`config.mk`:
```
export PLATFORM = sky130hd
export DESIGN_NAME = tx_rate_adapt_2g_5g_flat
export DESIGN_NICKNAME = d
export VERILOG_FILES = /design/src/rtl/tx_rate_adapt_2g_5g_if.sv /design/src/rtl/tx_rate_adapt_2g_5g.sv /design/src/flat_wrapper.sv
export SDC_FILE = /design/constraint.sdc
export NUM_CORES = 1
export LEC_CHECK = 0
export ABC_AREA = 1
export CORE_ASPECT_RATIO = 1.2
export CORE_MARGIN = 5
export CORE_UTILIZATION = 48
export CTS_BUF_LIST = sky130_fd_sc_hd__clkbuf_8
export DETAILED_ROUTE_END_ITERATION = 10
export PLACE_DENSITY_LB_ADDON = 0.12
export SLEW_MARGIN = 20
export SYNTH_ARGS = -nofsm -noshare
export SYNTH_HDL_FRONTEND = slang
export SYNTH_SLANG_ARGS = --single-unit
export TNS_END_PERCENT = 10
```
`constraint.sdc`:
```
create_clock -name clk -period 2.8 [get_ports clk]
set_input_delay 0.28 -clock clk [delete_from_list [all_inputs] [get_ports clk]]
set_output_delay 0.28 -clock clk [all_outputs]
set_load 0.005 [all_outputs]
```
`src/rtl/tx_rate_adapt_2g_5g_if.sv`:
```
// FIFO-side and XGMII-side signal bundle for tx_rate_adapt_2g_5g.
// slave = adapter view, master = FIFO/PCS environment view.
interface tx_rate_adapt_2g_5g_if #(
  parameter int BCNT_W = 16
) ();
  logic              mode_10G;
  logic              mode_5G;
  logic              mode_2p5G;
  logic              mode_1G;
  logic [63:0]       fifo_data;
  logic [7:0]        fifo_ctrl;
  logic              fifo_empty;
  logic              fifo_rd;
  logic [63:0]       data_out;
  logic [7:0]        ctrl_out;
  logic [BCNT_W-1:0] tx_byte_cnt;
  logic              tx_bcnt_we;
  logic              underrun;
  logic              in_frame;

  modport slave (
    input  mode_10G, mode_5G, mode_2p5G, mode_1G,
    input  fifo_data, fifo_ctrl, fifo_empty,
    output fifo_rd, data_out, ctrl_out,
    output tx_byte_cnt, tx_bcnt_we,
    output underrun, in_frame
  );

  modport master (
    output mode_10G, mode_5G, mode_2p5G, mode_1G,
    output fifo_data, fifo_ctrl, fifo_empty,
    input  fifo_rd, data_out, ctrl_out,
    input  tx_byte_cnt, tx_bcnt_we,
    input  underrun, in_frame
  );
endinterface

```
`src/rtl/tx_rate_adapt_2g_5g.sv`:
```
// TX rate adapter: replays FIFO words for 1/2/4-cycle slots (10G/5G/2.5G).
// Macro TX_UNDERRUN_ERR_EN: underrun slot emits 0xFE error word, else idle.
module tx_rate_adapt_2g_5g #(
  parameter int BCNT_W = 16
) (
  input logic                  clk,
  input logic                  reset,
  tx_rate_adapt_2g_5g_if.slave bus
);

  localparam int CW = BCNT_W - 1;
  localparam logic [CW-1:0] CMAX = '1;
  localparam logic [63:0] IDLE_D = {8{8'h07}};
`ifdef TX_UNDERRUN_ERR_EN
  localparam logic [63:0] UNDR_D = {8{8'hFE}};
`else
  localparam logic [63:0] UNDR_D = IDLE_D;
`endif

  typedef enum logic [1:0] {
    S_IDLE,
    S_FRAME,
    S_DROP
  } state_e;

  state_e        state_q, state_d;
  logic [3:0]    mode, mode_q;
  logic [1:0]    slot_q, slot_d;
  logic [1:0]    last_slot;
  logic [63:0]   data_q, data_d;
  logic [7:0]    ctrl_q, ctrl_d;
  logic [CW-1:0] cnt_q, cnt_d;
  logic          flag_q, flag_d;
  logic [BCNT_W-1:0] bcnt_q, bcnt_d;
  logic          we_q, we_d;
  logic          un_q, un_d;

  logic          active, mode_chg;
  logic          bnd, rd;
  logic          s0, s4, start;
  logic          has_t, split;
  logic [2:0]    tk;
  logic [CW-1:0] open_cnt, close_cnt;

  function automatic logic [CW-1:0] sat_add(
    input logic [CW-1:0] a,
    input logic [3:0]    b
  );
    logic [CW:0] s;
    s = {1'b0, a} + {{(CW-3){1'b0}}, b};
    return s[CW] ? CMAX : s[CW-1:0];
  endfunction

  assign mode = {bus.mode_10G, bus.mode_5G,
                 bus.mode_2p5G, bus.mode_1G};
  assign active = bus.mode_10G | bus.mode_5G
                | bus.mode_2p5G;
  assign mode_chg = (mode != mode_q);

  always_comb begin
    last_slot = 2'd3;
    if (bus.mode_10G)     last_slot = 2'd0;
    else if (bus.mode_5G) last_slot = 2'd1;
  end

  assign bnd = (slot_q == 2'd0);
  assign rd  = active & ~reset & bnd
             & ~bus.fifo_empty & ~mode_chg;
  assign bus.fifo_rd = rd;

  assign s0 = (bus.fifo_data[7:0] == 8'hFB)
            & bus.fifo_ctrl[0];
  assign s4 = (bus.fifo_data[39:32] == 8'hFB)
            & bus.fifo_ctrl[4];
  assign start = s0 | s4;

  // Lowest terminate lane wins
  always_comb begin
    has_t = 1'b0;
    tk    = 3'd0;
    for (int k = 7; k >= 0; k--) begin
      if (bus.fifo_data[8*k +: 8] == 8'hFD
          && bus.fifo_ctrl[k]) begin
        has_t = 1'b1;
        tk    = 3'(k);
      end
    end
  end

  // Term in lower half plus lane-4 start: close and reopen
  assign split = s4 & ~s0 & has_t & ~tk[2];
  assign open_cnt  = s0 ? CW'(8) : CW'(4);
  assign close_cnt = sat_add(cnt_q, {1'b0, tk} + 4'd1);

  always_comb begin
    state_d = state_q;
    slot_d  = slot_q;
    data_d  = data_q;
    ctrl_d  = ctrl_q;
    cnt_d   = cnt_q;
    flag_d  = flag_q;
    bcnt_d  = bcnt_q;
    we_d    = 1'b0;
    un_d    = 1'b0;
    if (!active || mode_chg) begin
      state_d = S_IDLE;
      slot_d  = 2'd0;
      data_d  = IDLE_D;
      ctrl_d  = 8'hFF;
      cnt_d   = '0;
      flag_d  = 1'b0;
    end else begin
      slot_d = (slot_q == last_slot) ? 2'd0
             : slot_q + 2'd1;
      if (bnd && bus.fifo_empty) begin
        data_d = IDLE_D;
        ctrl_d = 8'hFF;
        if (state_q == S_FRAME) begin
          state_d = S_DROP;
          un_d    = 1'b1;
          data_d  = UNDR_D;
        end
      end else if (bnd) begin
        data_d = bus.fifo_data;
        ctrl_d = bus.fifo_ctrl;
        if (state_q == S_FRAME) begin
          if (split) begin
            bcnt_d = {flag_q, close_cnt};
            we_d   = 1'b1;
            cnt_d  = CW'(4);
            flag_d = 1'b1;
          end else if (start) begin
            cnt_d  = open_cnt;
            flag_d = ~s0;
          end else if (has_t) begin
            bcnt_d  = {flag_q, close_cnt};
            we_d    = 1'b1;
            state_d = S_IDLE;
          end else begin
            cnt_d = sat_add(cnt_q, 4'd8);
          end
        end else if (start) begin
          state_d = S_FRAME;
          cnt_d   = open_cnt;
          flag_d  = ~s0;
        end else if (state_q == S_DROP) begin
          data_d = IDLE_D;
          ctrl_d = 8'hFF;
        end
      end
    end
  end

  always_ff @(posedge clk) begin
    if (reset) begin
      state_q <= S_IDLE;
      mode_q  <= mode;
      slot_q  <= 2'd0;
      data_q  <= IDLE_D;
      ctrl_q  <= 8'hFF;
      cnt_q   <= '0;
      flag_q  <= 1'b0;
      bcnt_q  <= '0;
      we_q    <= 1'b0;
      un_q    <= 1'b0;
    end else begin
      state_q <= state_d;
      mode_q  <= mode;
      slot_q  <= slot_d;
      data_q  <= data_d;
      ctrl_q  <= ctrl_d;
      cnt_q   <= cnt_d;
      flag_q  <= flag_d;
      bcnt_q  <= bcnt_d;
      we_q    <= we_d;
      un_q    <= un_d;
    end
  end

  assign bus.data_out    = data_q;
  assign bus.ctrl_out    = ctrl_q;
  assign bus.tx_byte_cnt = bcnt_q;
  assign bus.tx_bcnt_we  = we_q;
  assign bus.underrun    = un_q;
  assign bus.in_frame    = (state_q == S_FRAME);

endmodule

```
`src/flat_wrapper.sv`:
```
// flat-port wrapper written by rule: the top's interface ports become plain ports
module tx_rate_adapt_2g_5g_flat 
#(
  parameter int BCNT_W = 16
)
  (clk, reset, bus_mode_10G, bus_mode_5G, bus_mode_2p5G, bus_mode_1G, bus_fifo_data, bus_fifo_ctrl, bus_fifo_empty, bus_fifo_rd, bus_data_out, bus_ctrl_out, bus_tx_byte_cnt, bus_tx_bcnt_we, bus_underrun, bus_in_frame);
  tx_rate_adapt_2g_5g_if #(.BCNT_W(BCNT_W)) bus_i ();
  input logic clk;
  input logic reset;
  input wire logic [$bits(bus_i.mode_10G)-1:0] bus_mode_10G;
  input wire logic [$bits(bus_i.mode_5G)-1:0] bus_mode_5G;
  input wire logic [$bits(bus_i.mode_2p5G)-1:0] bus_mode_2p5G;
  input wire logic [$bits(bus_i.mode_1G)-1:0] bus_mode_1G;
  input wire logic [$bits(bus_i.fifo_data)-1:0] bus_fifo_data;
  input wire logic [$bits(bus_i.fifo_ctrl)-1:0] bus_fifo_ctrl;
  input wire logic [$bits(bus_i.fifo_empty)-1:0] bus_fifo_empty;
  output wire logic [$bits(bus_i.fifo_rd)-1:0] bus_fifo_rd;
  output wire logic [$bits(bus_i.data_out)-1:0] bus_data_out;
  output wire logic [$bits(bus_i.ctrl_out)-1:0] bus_ctrl_out;
  output wire logic [$bits(bus_i.tx_byte_cnt)-1:0] bus_tx_byte_cnt;
  output wire logic [$bits(bus_i.tx_bcnt_we)-1:0] bus_tx_bcnt_we;
  output wire logic [$bits(bus_i.underrun)-1:0] bus_underrun;
  output wire logic [$bits(bus_i.in_frame)-1:0] bus_in_frame;
  assign bus_i.mode_10G = bus_mode_10G;
  assign bus_i.mode_5G = bus_mode_5G;
  assign bus_i.mode_2p5G = bus_mode_2p5G;
  assign bus_i.mode_1G = bus_mode_1G;
  assign bus_i.fifo_data = bus_fifo_data;
  assign bus_i.fifo_ctrl = bus_fifo_ctrl;
  assign bus_i.fifo_empty = bus_fifo_empty;
  assign bus_fifo_rd = bus_i.fifo_rd;
  assign bus_data_out = bus_i.data_out;
  assign bus_ctrl_out = bus_i.ctrl_out;
  assign bus_tx_byte_cnt = bus_i.tx_byte_cnt;
  assign bus_tx_bcnt_we = bus_i.tx_bcnt_we;
  assign bus_underrun = bus_i.underrun;
  assign bus_in_frame = bus_i.in_frame;
  tx_rate_adapt_2g_5g #(.BCNT_W(BCNT_W)) u_core (.clk(clk), .reset(reset), .bus(bus_i));
endmodule
```
### Yosys cells after proc, flatten, opt, wreduce, memory -nomap -nowiden

Cells that the tools add are included.

| cells by class | value |
|---|---|
| add/subtract/negate cells | 4 |
| equal/unequal tests | 20 |
| multiplexer cells | 50 |
| bitwise operators | 21 |
| reductions and logical operators | 25 |

Operators by type and width:

| cell | number |
|---|---|
| 2-to-1 mux 64 bit | 3 |
| 2-to-1 mux 15 bit | 7 |
| == test 8 bit (second input constant) | 10 |
| 2-to-1 mux 16 bit | 3 |
| 2-to-1 mux 3 bit | 8 |
| 2-to-1 mux 8 bit | 3 |
| 2-to-1 mux 2 bit | 10 |
| adder 15 x 4 -> 16 bit | 1 |
| adder 15 x 4 -> 16 bit (second input constant) | 1 |
| 2-to-1 mux 1 bit | 15 |
| AND reduction 6 bit | 2 |
| AND 1 bit | 9 |
| logical AND 1 bit | 9 |
| inequality test 3 bit (second input constant) | 3 |
| inverter 1 bit | 9 |
| OR reduction 3 bit | 3 |
| nonzero test 2 bit | 3 |
| OR reduction 5 bit | 1 |
| adder 3 x 1 -> 4 bit (second input constant) | 1 |
| 2-to-1 mux 4 bit | 1 |
| inequality test 2 bit (second input constant) | 2 |
| inequality test 4 bit | 1 |
| AND reduction 4 bit | 1 |
| nonzero test 4 bit | 1 |
| other kinds (11) | 13 |

| storage, ports and cells | value |
|---|---|
| register bits | 114 |
| input bits | 79 |
| word-level logic and storage cells | 130 |

### Depth between registers and ports, before layout

| logic depth | value |
|---|---|
| depth in word-level cells | 16 |
| mapped depth | 19 |
| mapped depth without buffers | 19 |

### Least setup slack after synthesis

No wires, ideal clock.

| timing | value |
|---|---|
| path type | input to register |
| start | in bus_fifo_data[61] |
| end | reg u_core.bcnt_q[10], in the netlist u_core.bus.tx_byte_cnt[10] |
| library setup time | 112 ps |
| arrival time | 2434 ps |
| data required time | 2688 ps |
| slack | 255 ps |
| stages | 18 |
| path through | nand2_1 nor2_1 nand3_1 o21ai_0 nand2_1 nand2_1 nand2_1 nand2_1 nand2_1 ha_1 fa_1 o21ai_0 nand2_1 nor2_1 xor2_1 nand2_1 nor2_1 nor2_1 |

| between the ends | value |
|---|---|
| word-level cells in the longest chain between the ends | 16 |
| elaborated cells on any way between the ends | 30 |
| classes of those cells | add/sub: 2; eq/ne: 2; mux: 20; bitwise: 3; reduce/logical: 3 |

Ends and longest elaborated chain:

| element | line | source |
|---|---|---|
| start, declared | flat_wrapper.sv:14 | `input wire logic [$bits(bus_i.fifo_data)-1:0] bus_fifo_data;` |
| == test 8 bit (*) | tx_rate_adapt_2g_5g.sv:82 | `if (bus.fifo_data[8*k +: 8] == 8'hFD` |
| logical AND 1 bit (*) | tx_rate_adapt_2g_5g.sv:83 | `&& bus.fifo_ctrl[k]) begin` |
| 2-to-1 mux 3 bit (8 in series) | tx_rate_adapt_2g_5g.sv:82 |  |
| adder 3 x 1 -> 4 bit | tx_rate_adapt_2g_5g.sv:93 | `assign close_cnt = sat_add(cnt_q, {1'b0, tk} + 4'd1);` |
| adder 15 x 4 -> 16 bit | tx_rate_adapt_2g_5g.sv:50 | `s = {1'b0, a} + {{(CW-3){1'b0}}, b};` |
| 2-to-1 mux 15 bit | tx_rate_adapt_2g_5g.sv:51 | `return s[CW] ? CMAX : s[CW-1:0];` |
| 2-to-1 mux 16 bit | tx_rate_adapt_2g_5g.sv:135 | `end else if (has_t) begin` |
| 2-to-1 mux 16 bit | tx_rate_adapt_2g_5g.sv:132 | `end else if (start) begin` |
| 2-to-1 mux 16 bit | tx_rate_adapt_2g_5g.sv:127 | `if (split) begin` |
| end signal, assigned | tx_rate_adapt_2g_5g.sv:174 | `bcnt_q <= bcnt_d;` |
| end, declared | tx_rate_adapt_2g_5g.sv:34 | `logic [BCNT_W-1:0] bcnt_q, bcnt_d;` |

Every way passes the cells marked *; elsewhere a longest branch is shown, timed or not. The select of a mux whose other input is x is not followed.
A chain may end at the register's enable or synchronous reset.

### Final worst setup path

| timing | value |
|---|---|
| start | in bus_mode_10G |
| end | out bus_fifo_rd |

| between the ends | value |
|---|---|
| word-level cells in the longest chain between the ends | 6 |
| elaborated cells on any way between the ends | 8 |
| classes of those cells | eq/ne: 1; bitwise: 7 |

Ends and longest elaborated chain:

| element | line | source |
|---|---|---|
| start, declared | flat_wrapper.sv:10 | `input wire logic [$bits(bus_i.mode_10G)-1:0] bus_mode_10G;` |
| bitwise OR 1 bit | tx_rate_adapt_2g_5g.sv:56 | `assign active = bus.mode_10G \| bus.mode_5G` |
| bitwise OR 1 bit | tx_rate_adapt_2g_5g.sv:57 | `\| bus.mode_2p5G;` |
| AND 1 bit (2 in series) | tx_rate_adapt_2g_5g.sv:67 | `assign rd = active & ~reset & bnd` |
| AND 1 bit | tx_rate_adapt_2g_5g.sv:68 | `& ~bus.fifo_empty & ~mode_chg;` |
| AND 1 bit (*) | tx_rate_adapt_2g_5g.sv:68 |  |
| end, declared | flat_wrapper.sv:17 | `output wire logic [$bits(bus_i.fifo_rd)-1:0] bus_fifo_rd;` |

Every way passes the cells marked *; elsewhere a longest branch is shown, timed or not.

==> impl_results.md <==
* Power Density at 454 nW/um2
* CP max stage cell: clkdlybuf4s50_1
* Clock Root Buffer: clkbuf_8
* Max capacitance violation total at 0
* Crit-path cells: clkdlybuf4s50_1, nor2_1, o21ai_2, nand3_2, nor2_4, inv_1, nor2_1, clkdlybuf4s50_1
* Clock slew at reported path FFs at 0.07 ns
* Final Hold Fails at 0
* Synthesis-to-layout area growth at 46.6%
* Worst stage delay on the critical path at 0.57 ns
* Yosys reg bits at 113
* Final Hold Slack at 0.342 ns
* Pleak at 0.00333 uW
* H-tree levels at 4
* Synth Cell Area at 5300 um2
* CP Class: in2out
* RSZ-0062 raised after global routing: no
* Syn nets at 849
* Max Fclk at 384 MHz
* Multi-input gate area at 2610 um2
* Element type at the critical path end: primary output
* Mean area per synthesized cell at 6.94 um2
* Yosys warnings at 0
* Reg area at 2260 um2
* Status: finished, final reports clean
* DRT iter0 DRCs at 293
* # nets final at 1047
* Hold_sp: bus_mode_2p5G
* Vias after detailed routing at 5771
* Die Area at 13300 um2
* Post-cts hold buffer count at 0
* Vias in the first global route at 5967
* Die height at 125 um
* Worst-Margin Slew at 0.477 ns
* Worst reg2reg path startpoint: u_core.slot_q[1]
* I/O Pins at 171
* GR Util met2 at 0.468
* Critical Path AT at 2.33 ns
* CP max FO at 8
* Maximum vdd drop at 0.291 mV
* Chip width at 106 um
* Crit path launch type: input pin
* Hold Path Class: in2reg
* Clock buffer depth at 2
* Vias/cell at 5.21
* Drt drc at 0
* Final HPWL DP at 12.8 mm
* Wirelength, routed at 17.2 mm
* Max Slew Vio Count at 0
* Port Buffers at 170
* Final ANT Viol Nets at 0
* Syn Inst Count at 764
* Antenna cell count at 0
* M1 GR Usage at 0.271
* Rel. slew slack at 0.682
* Final-report setup violation count at 0
* CTS Buf Count at 17
* Clk sinks at 113
* Wire per inst at 15.5 um
* GR peak layer: met2
* First-pass GRT wire length at 28.3 mm
* Initial Utilization at 0.485
* Largest net degree at the start of global routing at 49
* Unique masters post-synth at 36
* Std-Cell Rows at 42
* Final GP Congestion at 0.906
* Share of layout cells above drive strength 1 at 0.109
* Post-route minimum period at 2.61 ns
* Area of the core at 10900 um2
* Cells after DPL at 1074
* Later-pin clock latency in the skew report at 0.42 ns
* TritonRoute pass-1 iters at 5
* Layout Skew at 0.00767 ns
* TritonCTS clock tree: yes
* Gr ovfl total at 0
* Critical path origin: bus_mode_10G
* Fillers at 905
* Final Power at 3530 uW
* Fin cells at 1107
* Initial antenna violation count at 0
* Fin crit share at 0.931
* Total GRT Usage at 0.264
* Seq/Total Area, Yosys at 0.427
* Grt met3 use at 0.0789
* Critical Path RT at 2.52 ns
-- report_power, final --
| part | total (uW) | switching [uW] | internal, uW |
|---|---|---|---|
| registers | 1630 | 7.09 | 1620 |
| clock network | 1600 | 697 | 899 |
| logic | 309 | 129 | 181 |
| total | 3530 | 833 | 2700 |
-- cells in the final DEF (no fill, tap or decap), types with 2 or more instances in the layout --
| master | count |
|---|---|
| ha_1 | 3 |
| nand3_2 | 5 |
| bufinv_16 | 3 |
| nor2_4 | 4 |
| nand2_2 | 6 |
| dfxtp_1 | 113 |
| nor3_1 | 5 |
| o22ai_1 | 32 |
| nand3_1 | 28 |
| a21oi_1 | 53 |
| xor2_1 | 10 |
| o21ai_2 | 2 |
| xnor2_1 | 3 |
| o21ai_0 | 41 |
| clkinv_2 | 3 |
| clkinv_4 | 2 |
| o21ai_1 | 22 |
| clkinvlp_4 | 4 |
| buf_12 | 2 |
| buf_4 | 40 |
| clkbuf_8 | 18 |
| nor2_2 | 5 |
| nand2_1 | 163 |
| nor3_2 | 2 |
| ha_2 | 2 |
| inv_2 | 5 |
| nand4_1 | 8 |
| nor2_1 | 139 |
| clkdlybuf4s50_1 | 170 |
| inv_1 | 71 |
-- Yosys cell counts --
cell type	n	area share
nand2_1	164	0.12
nor2_1	141	0.10
dfxtp_1	113	0.43
inv_1	70	0.050
a21oi_1	53	0.050
o21ai_0	44	0.042
o22ai_1	32	0.038
nand3_1	29	0.027
o21ai_1	20	0.019
buf_2	14	0.013
xor2_1	10	0.017
clkbuf_1	9	0.0064
nand4_1	8	0.0094
buf_4	6	0.0085
ha_1	5	0.012
inv_2	5	0.0035
nand2_2	5	0.0059
nor3_1	5	0.0047
nand3_2	4	0.0076
nor2_4	4	0.0085
buf_1	3	0.0021
nor2_2	3	0.0035
xnor2_1	3	0.0050
nor3_2	2	0.0038
a211oi_1	1	0.0014
a31oi_1	1	0.0012
buf_6	1	0.0021
fa_1	1	0.0038
nand3_4	1	0.0033
nand3b_1	1	0.0014
nor3b_1	1	0.0014
nor4_1	1	0.0012
o211ai_1	1	0.0014
o21a_1	1	0.0014
o21ai_2	1	0.0017
o31ai_1	1	0.0014
-- cell families after synthesis --
group | synth area share
compound gates | 0.157
simple gates | 0.294
fa+ha+maj | 0.0156
buf+inv | 0.0854
flops | 0.427
xor+xnor | 0.0215
-- final cells by class --
type                       instances  area share
tap                              132      0.0212
multi-input combinational        543       0.336
sequential                       113       0.291
inverter                          75      0.0362
clock inverter                    14      0.0212
clock buffer                      18      0.0319
timing repair buffer             212       0.263
-- sequential cells by signal, summed over array words and instances (netlist names) --
name / count
u_core.bus.ctrl_out: 8
u_core.state_q: 2
u_core.bus.data_out: 64
u_core.bus.underrun: 1
u_core.slot_q: 2
u_core.bus.tx_byte_cnt: 16
u_core.mode_q: 4
u_core.bus.tx_bcnt_we: 1
u_core.cnt_q: 14
u_core.flag_q: 1
-- per-layer routing --
layer | share of wire | up-vias
li1 | - | 2867
met1 | 0.37 | 2626
met2 | 0.51 | 220
met3 | 0.073 | 58
met4 | 0.051 | 0
met5 | 0 | -
-- critical path, delay by kind of cell --
kind,cells,cell delay (ns)
simple gates,4,0.65
buf+inv,3,1.26
compound gates,1,0.13
-- path summary, 6_finish.rpt --
path	end	slack (ns)	cells after the start
hold / removal	u_core.mode_q[1]	0.34	1
setup reg to reg	u_core.cnt_q[14]	0.77	11
setup / recovery	bus_fifo_rd	0.19	8
hold reg to reg	u_core.slot_q[0]	0.46	1
-- stage by stage --
stage / area, um2 / setup TNS [ns] / setup slack, ns / util
floorplan: 5300 / 0 / 0.255 / -
global placement: 7330 / -1.90 / -0.364 / 0.671
detailed placement: 7330 / -2.63 / -0.480 / 0.671
CTS: 7740 / 0 / 0.0248 / 0.709
global route: 7770 / 0 / 0.00329 / 0.711
finish: 7770 / 0 / 0.194 / 0.711
-- what timing repair did --
| action | CTS | global route |
|---|---|---|
| buffers inserted | 0 | 1 |
| gates resized for setup | 2 | 8 |
| endpoints found under the setup margin | 2 | 6 |
| pin swaps | 0 | 5 |
(Power assumes the default switching activity.)
